[src/rtl/mips_boot_ctrl_if.sv]
// Program-load stream plus instruction-memory write bus for the boot controller.
// Latency: none (wires only).
// Backpressure: ld_ready from the slave qualifies every ld_valid/ld_data/ld_last beat.
//
// Signals:
//   ld_valid, ld_data, ld_last  program word stream, source -> controller
//   ld_ready                    controller accepts a word this cycle
//   imem_we, imem_addr, imem_wdata  registered instruction-memory write port
//
// Modports:
//   master  program source / memory side (drives the stream, observes the writes)
//   slave   the boot controller
interface mips_boot_ctrl_if #(
    parameter int DATA_W = 32,
    parameter int ADDR_W = 10
);
    logic              ld_valid;
    logic [DATA_W-1:0] ld_data;
    logic              ld_last;
    logic              ld_ready;
    logic              imem_we;
    logic [ADDR_W-1:0] imem_addr;
    logic [DATA_W-1:0] imem_wdata;

    modport master (
        output ld_valid,
        output ld_data,
        output ld_last,
        input  ld_ready,
        input  imem_we,
        input  imem_addr,
        input  imem_wdata
    );

    modport slave (
        input  ld_valid,
        input  ld_data,
        input  ld_last,
        output ld_ready,
        output imem_we,
        output imem_addr,
        output imem_wdata
    );
endinterface

[src/rtl/mips_boot_ctrl.sv]
// Boot/run controller: streams a program into instruction memory from address 0, then releases and watches the core.
// Latency: handshake at edge k -> memory write in cycle k+1; last-word handshake at edge k -> core out of reset at k+2.
// Backpressure: ld_ready is a pure decode of LOAD (1 word/clk, no stalls inside LOAD); low in every other state.
//
// Ports:
//   clk, reset        rising-edge clock, asynchronous active-low reset
//   start             one-cycle load request, honoured in IDLE, DONE and ERR only
//   ld (slave)        program word stream in, registered instruction-memory write out
//   core_reset        active-high reset to the core; low only in RUN and DONE
//   core_pc           core program counter (byte address), compared against HALT_PC
//   busy              LOAD, DRAIN or RUN
//   done / timeout    run ended at HALT_PC / run-cycle budget exhausted
//   overflow          more words offered than the memory holds
//   word_count        words written this load (saturates at 2^ADDR_W)
//   checksum          modulo-2^DATA_W sum of the written words
//   run_cycles        cycles spent in RUN
module mips_boot_ctrl #(
    parameter int          DATA_W     = 32,
    parameter int          ADDR_W     = 10,
    parameter logic [31:0] HALT_PC    = 32'h0000_0050,
    parameter int          MAX_CYCLES = 1024,
    localparam int         CYC_W      = $clog2(MAX_CYCLES + 1)
) (
    input  logic              clk,
    input  logic              reset,
    input  logic              start,
    mips_boot_ctrl_if.slave   ld,
    output logic              core_reset,
    input  logic [31:0]       core_pc,
    output logic              busy,
    output logic              done,
    output logic              timeout,
    output logic              overflow,
    output logic [ADDR_W:0]   word_count,
    output logic [DATA_W-1:0] checksum,
    output logic [CYC_W-1:0]  run_cycles
);

    // Memory depth expressed in word_count's width so the full-memory compare is exact.
    localparam logic [ADDR_W:0]  DEPTH   = {1'b1, {ADDR_W{1'b0}}};
    localparam logic [ADDR_W:0]  WC_ONE  = {{ADDR_W{1'b0}}, 1'b1};
    localparam logic [CYC_W-1:0] RC_ONE  = CYC_W'(1);
    localparam logic [CYC_W-1:0] RC_LAST = CYC_W'(MAX_CYCLES - 1);

    typedef enum logic [2:0] {
        S_IDLE,
        S_LOAD,
        S_DRAIN,
        S_RUN,
        S_DONE,
        S_ERR
    } state_t;

    state_t state;
    state_t state_nxt;

    // One-cycle action strobes decoded from the current state and inputs.
    logic clr;        // start accepted: wipe counters and flags
    logic wr;         // accepted word fits in memory: write and count it
    logic ovf;        // accepted word with memory already full
    logic rc_inc;     // one more RUN cycle
    logic set_done;
    logic set_to;
    logic hs;

    // Handshake is valid gated by the registered state only, so ld_ready
    // never depends combinationally on ld_valid.
    assign hs = ld.ld_valid && (state == S_LOAD);

    always_comb begin
        state_nxt = state;
        clr       = 1'b0;
        wr        = 1'b0;
        ovf       = 1'b0;
        rc_inc    = 1'b0;
        set_done  = 1'b0;
        set_to    = 1'b0;

        case (state)
            S_IDLE, S_DONE, S_ERR: begin
                if (start) begin
                    state_nxt = S_LOAD;
                    clr       = 1'b1;
                end
            end

            S_LOAD: begin
                if (hs) begin
                    // A full memory takes precedence over ld_last: the extra
                    // word is rejected and the load is abandoned.
                    if (word_count == DEPTH) begin
                        ovf       = 1'b1;
                        state_nxt = S_ERR;
                    end else begin
                        wr = 1'b1;
                        if (ld.ld_last) begin
                            state_nxt = S_DRAIN;
                        end
                    end
                end
            end

            // Gives the final registered write one cycle to land in memory
            // before the core starts fetching.
            S_DRAIN: begin
                state_nxt = S_RUN;
            end

            S_RUN: begin
                rc_inc = 1'b1;
                // Halt is tested first so it wins over a coincident timeout.
                if (core_pc == HALT_PC) begin
                    set_done  = 1'b1;
                    state_nxt = S_DONE;
                end else if (run_cycles == RC_LAST) begin
                    set_to    = 1'b1;
                    state_nxt = S_ERR;
                end
            end

            default: begin
                state_nxt = S_IDLE;
            end
        endcase
    end

    always_ff @(posedge clk or negedge reset) begin
        if (!reset) begin
            state <= S_IDLE;
        end else begin
            state <= state_nxt;
        end
    end

    // Datapath: memory write port, counters and sticky flags.
    always_ff @(posedge clk or negedge reset) begin
        if (!reset) begin
            ld.imem_we    <= 1'b0;
            ld.imem_addr  <= '0;
            ld.imem_wdata <= '0;
            word_count    <= '0;
            checksum      <= '0;
            run_cycles    <= '0;
            done          <= 1'b0;
            timeout       <= 1'b0;
            overflow      <= 1'b0;
        end else begin
            // Write enable is a single-cycle pulse per accepted word.
            ld.imem_we <= wr;
            if (wr) begin
                ld.imem_addr  <= word_count[ADDR_W-1:0];
                ld.imem_wdata <= ld.ld_data;
                word_count    <= word_count + WC_ONE;
                checksum      <= checksum + ld.ld_data;
            end

            if (clr) begin
                word_count <= '0;
                checksum   <= '0;
                run_cycles <= '0;
                done       <= 1'b0;
                timeout    <= 1'b0;
                overflow   <= 1'b0;
            end

            if (ovf) begin
                overflow <= 1'b1;
            end

            // RUN exits no later than run_cycles == MAX_CYCLES-1, so the
            // counter peaks at MAX_CYCLES and cannot wrap.
            if (rc_inc) begin
                run_cycles <= run_cycles + RC_ONE;
            end

            if (set_done) begin
                done <= 1'b1;
            end

            if (set_to) begin
                timeout <= 1'b1;
            end
        end
    end

    // Core is held in reset everywhere except RUN and DONE; in DONE it keeps
    // spinning in its halt loop so its state stays observable.
    assign core_reset  = !((state == S_RUN) || (state == S_DONE));
    assign busy        = (state == S_LOAD) || (state == S_DRAIN) || (state == S_RUN);
    assign ld.ld_ready = (state == S_LOAD);

endmodule

[src/flat_wrapper.sv]
// flat-port wrapper written by rule: the top's interface ports become plain ports
module mips_boot_ctrl_flat 
#(
    parameter int          DATA_W     = 32,
    parameter int          ADDR_W     = 10,
    parameter logic [31:0] HALT_PC    = 32'h0000_0050,
    parameter int          MAX_CYCLES = 1024,
    localparam int         CYC_W      = $clog2(MAX_CYCLES + 1)
)
  (clk, reset, start, core_reset, core_pc, busy, done, timeout, overflow, word_count, checksum, run_cycles, ld_ld_valid, ld_ld_data, ld_ld_last, ld_ld_ready, ld_imem_we, ld_imem_addr, ld_imem_wdata);
  mips_boot_ctrl_if #(.DATA_W(DATA_W), .ADDR_W(ADDR_W)) ld_i ();
  input  logic clk;
  input  logic reset;
  input  logic start;
  output logic core_reset;
  input  logic [31:0] core_pc;
  output logic busy;
  output logic done;
  output logic timeout;
  output logic overflow;
  output logic [ADDR_W:0] word_count;
  output logic [DATA_W-1:0] checksum;
  output logic [CYC_W-1:0] run_cycles;
  input wire logic [$bits(ld_i.ld_valid)-1:0] ld_ld_valid;
  input wire logic [$bits(ld_i.ld_data)-1:0] ld_ld_data;
  input wire logic [$bits(ld_i.ld_last)-1:0] ld_ld_last;
  output wire logic [$bits(ld_i.ld_ready)-1:0] ld_ld_ready;
  output wire logic [$bits(ld_i.imem_we)-1:0] ld_imem_we;
  output wire logic [$bits(ld_i.imem_addr)-1:0] ld_imem_addr;
  output wire logic [$bits(ld_i.imem_wdata)-1:0] ld_imem_wdata;
  assign ld_i.ld_valid = ld_ld_valid;
  assign ld_i.ld_data = ld_ld_data;
  assign ld_i.ld_last = ld_ld_last;
  assign ld_ld_ready = ld_i.ld_ready;
  assign ld_imem_we = ld_i.imem_we;
  assign ld_imem_addr = ld_i.imem_addr;
  assign ld_imem_wdata = ld_i.imem_wdata;
  mips_boot_ctrl #(.DATA_W(DATA_W), .ADDR_W(ADDR_W), .HALT_PC(HALT_PC), .MAX_CYCLES(MAX_CYCLES)) u_core (.clk(clk), .reset(reset), .start(start), .ld(ld_i), .core_reset(core_reset), .core_pc(core_pc), .busy(busy), .done(done), .timeout(timeout), .overflow(overflow), .word_count(word_count), .checksum(checksum), .run_cycles(run_cycles));
endmodule
[config.mk]
export PLATFORM = sky130hd
export DESIGN_NAME = mips_boot_ctrl_flat
export DESIGN_NICKNAME = d
export VERILOG_FILES = /design/src/rtl/mips_boot_ctrl_if.sv /design/src/rtl/mips_boot_ctrl.sv /design/src/flat_wrapper.sv
export SDC_FILE = /design/constraint.sdc
export NUM_CORES = 1
export LEC_CHECK = 0
export ABC_AREA = 1
export CAP_MARGIN = 10
export CORE_UTILIZATION = 50
export CTS_CLUSTER_SIZE = 12
export DETAILED_ROUTE_END_ITERATION = 6
export MAX_ROUTING_LAYER = met4
export PLACE_DENSITY = 0.83
export SLEW_MARGIN = 20
export SYNTH_ARGS = -nofsm -noshare
export SYNTH_HDL_FRONTEND = slang
export SYNTH_SLANG_ARGS = --single-unit
[constraint.sdc]
create_clock -name clk -period 2.65 [get_ports clk]
set_clock_uncertainty 0.2 [all_clocks]
set_input_delay 0.53 -clock clk [delete_from_list [all_inputs] [get_ports clk]]
set_output_delay 0.53 -clock clk [all_outputs]
set_load 0.005 [all_outputs]
Yosys cells after proc, flatten, opt, wreduce, memory -nomap -nowiden

Index checks and enable logic that the tools add are counted.

Flip-flop bits (word level): 103
Bits of input ports: 69
Output and inout port bits: 103
Logic and storage cells: 69

$add $sub $neg: 3
Equality and inequality tests: 12
Muxes and demuxes: 31
Reduce and logical (&&, ||, !) cells: 13

Operators with widths:

| kind                    | number |
|---|---|
| $mux W32                | 2 |
| $mux W11                | 4 |
| $add A32 B32 Y32        | 1 |
| $eq A32 B7 Y1 const B   | 1 |
| $add A11 B1 Y11 const B | 2 |
| $mux W1                 | 18 |
| $mux W3                 | 6 |
| $pmux W3 S4             | 1 |
| $eq A11 B10 Y1 const B  | 1 |
| $eq A11 B11 Y1 const B  | 1 |
| $reduce_bool A2 Y1      | 5 |
| $eq A3 B2 Y1 const B    | 2 |
| $eq A3 B3 Y1 const B    | 2 |
| $reduce_and A4 Y1       | 1 |
| $eq A3 B1 Y1 const B    | 1 |
| $logic_not A3 Y1        | 1 |
| $logic_or A1 B1 Y1      | 3 |
| $ne A3 B1 Y1 const B    | 1 |
| $ne A3 B2 Y1 const B    | 1 |
| $reduce_or A3 Y1        | 1 |
| $ne A2 B1 Y1 const B    | 1 |
| $ne A2 B2 Y1 const B    | 1 |
| $logic_and A1 B1 Y1     | 1 |
| $logic_not A1 Y1        | 1 |

Depth between registers and ports, before layout

Depth in word-level cells: 6
Gate-level depth with buffers: 12
Gate-level depth less buffers: 12

Least setup slack after synthesis

Ideal clock, no wire load.

Path type: in2reg
From: input port ld_ld_data[0]
To: register u_core.checksum[28]
Library setup time: 117 ps
Arrival time: 1859 ps
Data required time: 2333 ps
Setup slack: 474 ps
Stages on the path: 10
Path buffers: 0
Cells stage by stage: ha_1 > fa_1 > nand3_1 > nand3_1 > nand3_1 > nand3_1 > nand2_1 > nand3_1 > nand3_1 > nand2_1

Longest elaborated chain between the ends: 3

Ends and longest elaborated chain:

| what                 | RTL line              | source |
|---|---|---|
| from (decl)          | flat_wrapper.sv:25    | `input wire logic [$bits(ld_i.ld_data)-1:0] ld_ld_data;` |
| $add A32 B32 Y32     | mips_boot_ctrl.sv:154 | `checksum <= checksum + ld.ld_data;` |
| $mux W32             | mips_boot_ctrl.sv:150 | `if (wr) begin` |
| $mux W32             | mips_boot_ctrl.sv:157 | `if (clr) begin` |
| to (signal assigned) | mips_boot_ctrl.sv:154 |  |
| to (decl)            | mips_boot_ctrl.sv:35  | `output logic [DATA_W-1:0] checksum,` |

No other way between the ends. The select of a mux whose other input is x is not followed.
A chain may end at the register's enable or synchronous reset.

Final worst setup path

From: register u_core.state[2]
To: output port ld_ld_ready

Longest elaborated chain between the ends: 1

Ends and longest elaborated chain:

| what                   | RTL line              | source |
|---|---|---|
| from (decl)            | mips_boot_ctrl.sv:54  | `state_t state;` |
| from (signal assigned) | mips_boot_ctrl.sv:131 | `state <= state_nxt;` |
| $eq A3 B1 Y1           | mips_boot_ctrl.sv:190 | `assign ld.ld_ready = (state == S_LOAD);` |
| to (decl)              | flat_wrapper.sv:27    | `output wire logic [$bits(ld_i.ld_ready)-1:0] ld_ld_ready;` |

No other way between the ends.

==> metrics <==
Die Y-Extent=118 um; most frequent cells in the layout=424 x nand2_1, 170 x clkdlybuf4s50_1, 150 x inv_1; I/O Pins=172; 1st-pass router iterations=5; worst-skew pair later-pin latency=0.36 ns; Internal Pwr Total=5.18 mW; Static Leak=4.85 nW; Synth Net Count=1,124; Final GP Congestion=0.957; maximum VDD drop=0.422 mV; part of the cycle the worst path needs=94.2%; std cell rows=42; type of destination of the critical path=primary output; Gate power share=56.4%; core area=13,200 um^2; synth warn=0; layer with the highest usage=met2; Power Total=8.94 mW; DR DRC count=0; commonest non-fill, non-tap cell in the layout=nand2_1; vias per cell=5.00; DIE AREA=14,000 um^2; FMAX=401 MHz; Slew Limit Fails=0; final core utilization=69.6%; Worst Hold Path Cells=2; status=complete, no violations; antenna cells=0; fin cells=1,402; max cap viols=0; grt ovf=0; met2 Use GR=47.3%; register area=2580 um^2; XOR/XNOR Fraction of Synth Area=1.55%; Synth Area in Compound Gates=7.84%; endpoints failing hold=0; hold endpoint=u_core.ld.imem_wdata[29]$_DFFE_PN0P_; Clock Power Share=15.4%; synthesized area per cell=6.65 um^2; Worst Path Arrival=1.77 ns; number of global-route vias before repair=6,765; met1 Use GR=37.5%; Final setup viols=0; Mapped Area=6780 um^2; worst r2r src=u_core.word_count[0]$_DFFE_PN0P_; synthesized-area fraction occupied by adder cells=6.57%; share of synthesized registers carrying an async set or reset=100%; FF+latch count, synth=103; register share of total power=28.2%; RSZ-0062 raised after global routing=false; sequential-to-total area share from yosys stat=38.0%; worst setup path start=u_core.state[2]$_DFFE_PN0P_; mux cell area share after synthesis=0%; Max FO, Critical Path=5; via count=7,010; Post-synth EDFFs=0; post-synthesis simple-gate area fraction=35.7%; Worst-path clk slew=0.07 ns; fillers=1,172; largest family of logic cells by synthesized area=simple AND/OR/NAND/NOR gates; initial antenna violation count=0; multi-input logic area=3510 um^2; depth of the most critical reg-to-reg path=10; Setup CP Type=reg2out; switch share=42.1%; H-tree levels=3; DRT Wirelength=18,700 um; switching pwr=3.76 mW; # resized after CTS=0; Inserted Clock Buffers=9; Gate Count Post-Synth=1,020; Post-Place Cells=1,385; setup TNS=0 ns; Worst Hold Launch=u_core.ld.imem_wdata[29]$_DFFE_PN0P_; starting DRC count in detailed routing=455; Post-CTS Setup Repair Bufs=0; ANT nets after route=0; synth-to-layout area growth=35.8%; Slew @ Worst Pin=0.665 ns; RR Endpoint=u_core.checksum[4]$_DFFE_PN0P_; GR Util met3=4.10%; fraction of layout cells with a size suffix above 1=5.63%; Hold Crit Class=reg2reg; Starting Density=51.2%; Netlist cell types=38; hold_buf cts=1; clk root buf=clkbuf_16; CTS tree=done; crit path launch type=flop; largest net degree at the start of global routing=45; PD cells=970 nW/um^2; CP required=1.92 ns; fin crit period=2.50 ns; Worst Slack Setup Final=0.154 ns; first-pass GRT wire length=31,900 um; detailed placement HPWL=14,400 um; Die Wd=118 um; input/output buffers=171; clk sinks=103; final net count=1,325; Avg WL per Cell=13.4 um; Clock Path Buffers=2; gr usage total=29.2%; pre-CTS setup slack=-0.0929 ns; top_reg_cell synth=dfrtp_1; worst relative slew slack=55.6%; reg-to-reg slack, setup=0.23 ns
-- sequential cells by signal, summed over array words and instances, names as in the netlist --
| name | flops |
|---|---|
| u_core.checksum | 32 |
| u_core.ld.imem_wdata | 32 |
| u_core.run_cycles | 11 |
| u_core.word_count | 11 |
| u_core.ld.imem_addr | 10 |
| u_core.state | 3 |
| u_core.done | 1 |
| u_core.ld.imem_we | 1 |
| u_core.overflow | 1 |
| u_core.timeout | 1 |
-- cell families (layout without fill, tap and decap cells) --
kind of cell,count (synthesis),count (layout)
XOR/XNOR,12,12
flip-flops,103,103
AO/OA/AOI/OAI,98,98
buffers and inverters,173,379
AND/OR/NAND/NOR,599,599
adder cells (fa/ha/maj),35,35
-- worst max-delay path by stage --
stage                                            endpoint  cells past startpoint  slack (ns)
after floorplan           u_core.checksum[28]$_DFFE_PN0P_                     10        0.47
after global placement    u_core.checksum[24]$_DFFE_PN0P_                     11       -0.06
after detailed placement  u_core.checksum[24]$_DFFE_PN0P_                     11       -0.09
after CTS                                     ld_ld_ready                      4        0.15
after global routing      u_core.checksum[14]$_DFFE_PN0P_                     10        0.02
final                                         ld_ld_ready                      4        0.15
-- final cells by class --
cell class                      count  share of cell area (%)
Multi-Input combinational cell    744                    38.1
Timing Repair Buffer              208                    21.9
Clock inverter                      7                   0.869
Inverter                          155                    6.31
Sequential cell                   103                    28.0
Clock buffer                        9                    2.44
Tap cell                          176                    2.39
-- routing by layer --
layer / wire length (um) / up-vias
li1: - / 3565
met1: 8470 / 3176
met2: 8650 / 244
met3: 1200 / 25
met4: 392 / 0
met5: 0 / -
-- power by group through the flow --
stage / combinational (mW) / clock [mW] / sequential, mW
after floorplan: 2.78 / 0 / 2.53
after global placement: 4.93 / 0 / 2.52
after detailed placement: 5.02 / 0 / 2.54
after CTS: 5.06 / 1.40 / 2.51
after global routing: 5.65 / 1.47 / 2.59
final: 5.04 / 1.38 / 2.52
-- cell usage after synthesis, drive strengths merged (2+ instances only) --
library cell    n  share of area (%)
nand2         428                 24
inv           155                8.6
nand3          58                4.3
a22o            2               0.26
buf            16                1.6
a21oi          34                2.6
xnor2           7               0.90
ha             34                6.3
nor2           82                4.9
nand4          10               0.92
o21bai          4               0.44
o21ai          50                3.7
xor2            5               0.65
nor3           17                1.3
dfrtp         103                 38
clkbuf          2               0.11
-- through the flow --
step	instance area (um^2)	hold slack (ns)
after floorplan	6780	0.0344
after global routing	9210	0.293
after global placement	8900	0.225
after CTS	9210	0.284
after detailed placement	8900	0.223
final	9210	0.277
-- critical path, stage by stage, from the launching register on --
cell and delay [ns]:
dfrtp_1 0.46, nor2_4 0.16, nand2_2 0.09, inv_1 0.13, clkdlybuf4s50_1 0.56
No activity file was read; power rests on OpenSTA's default activity.
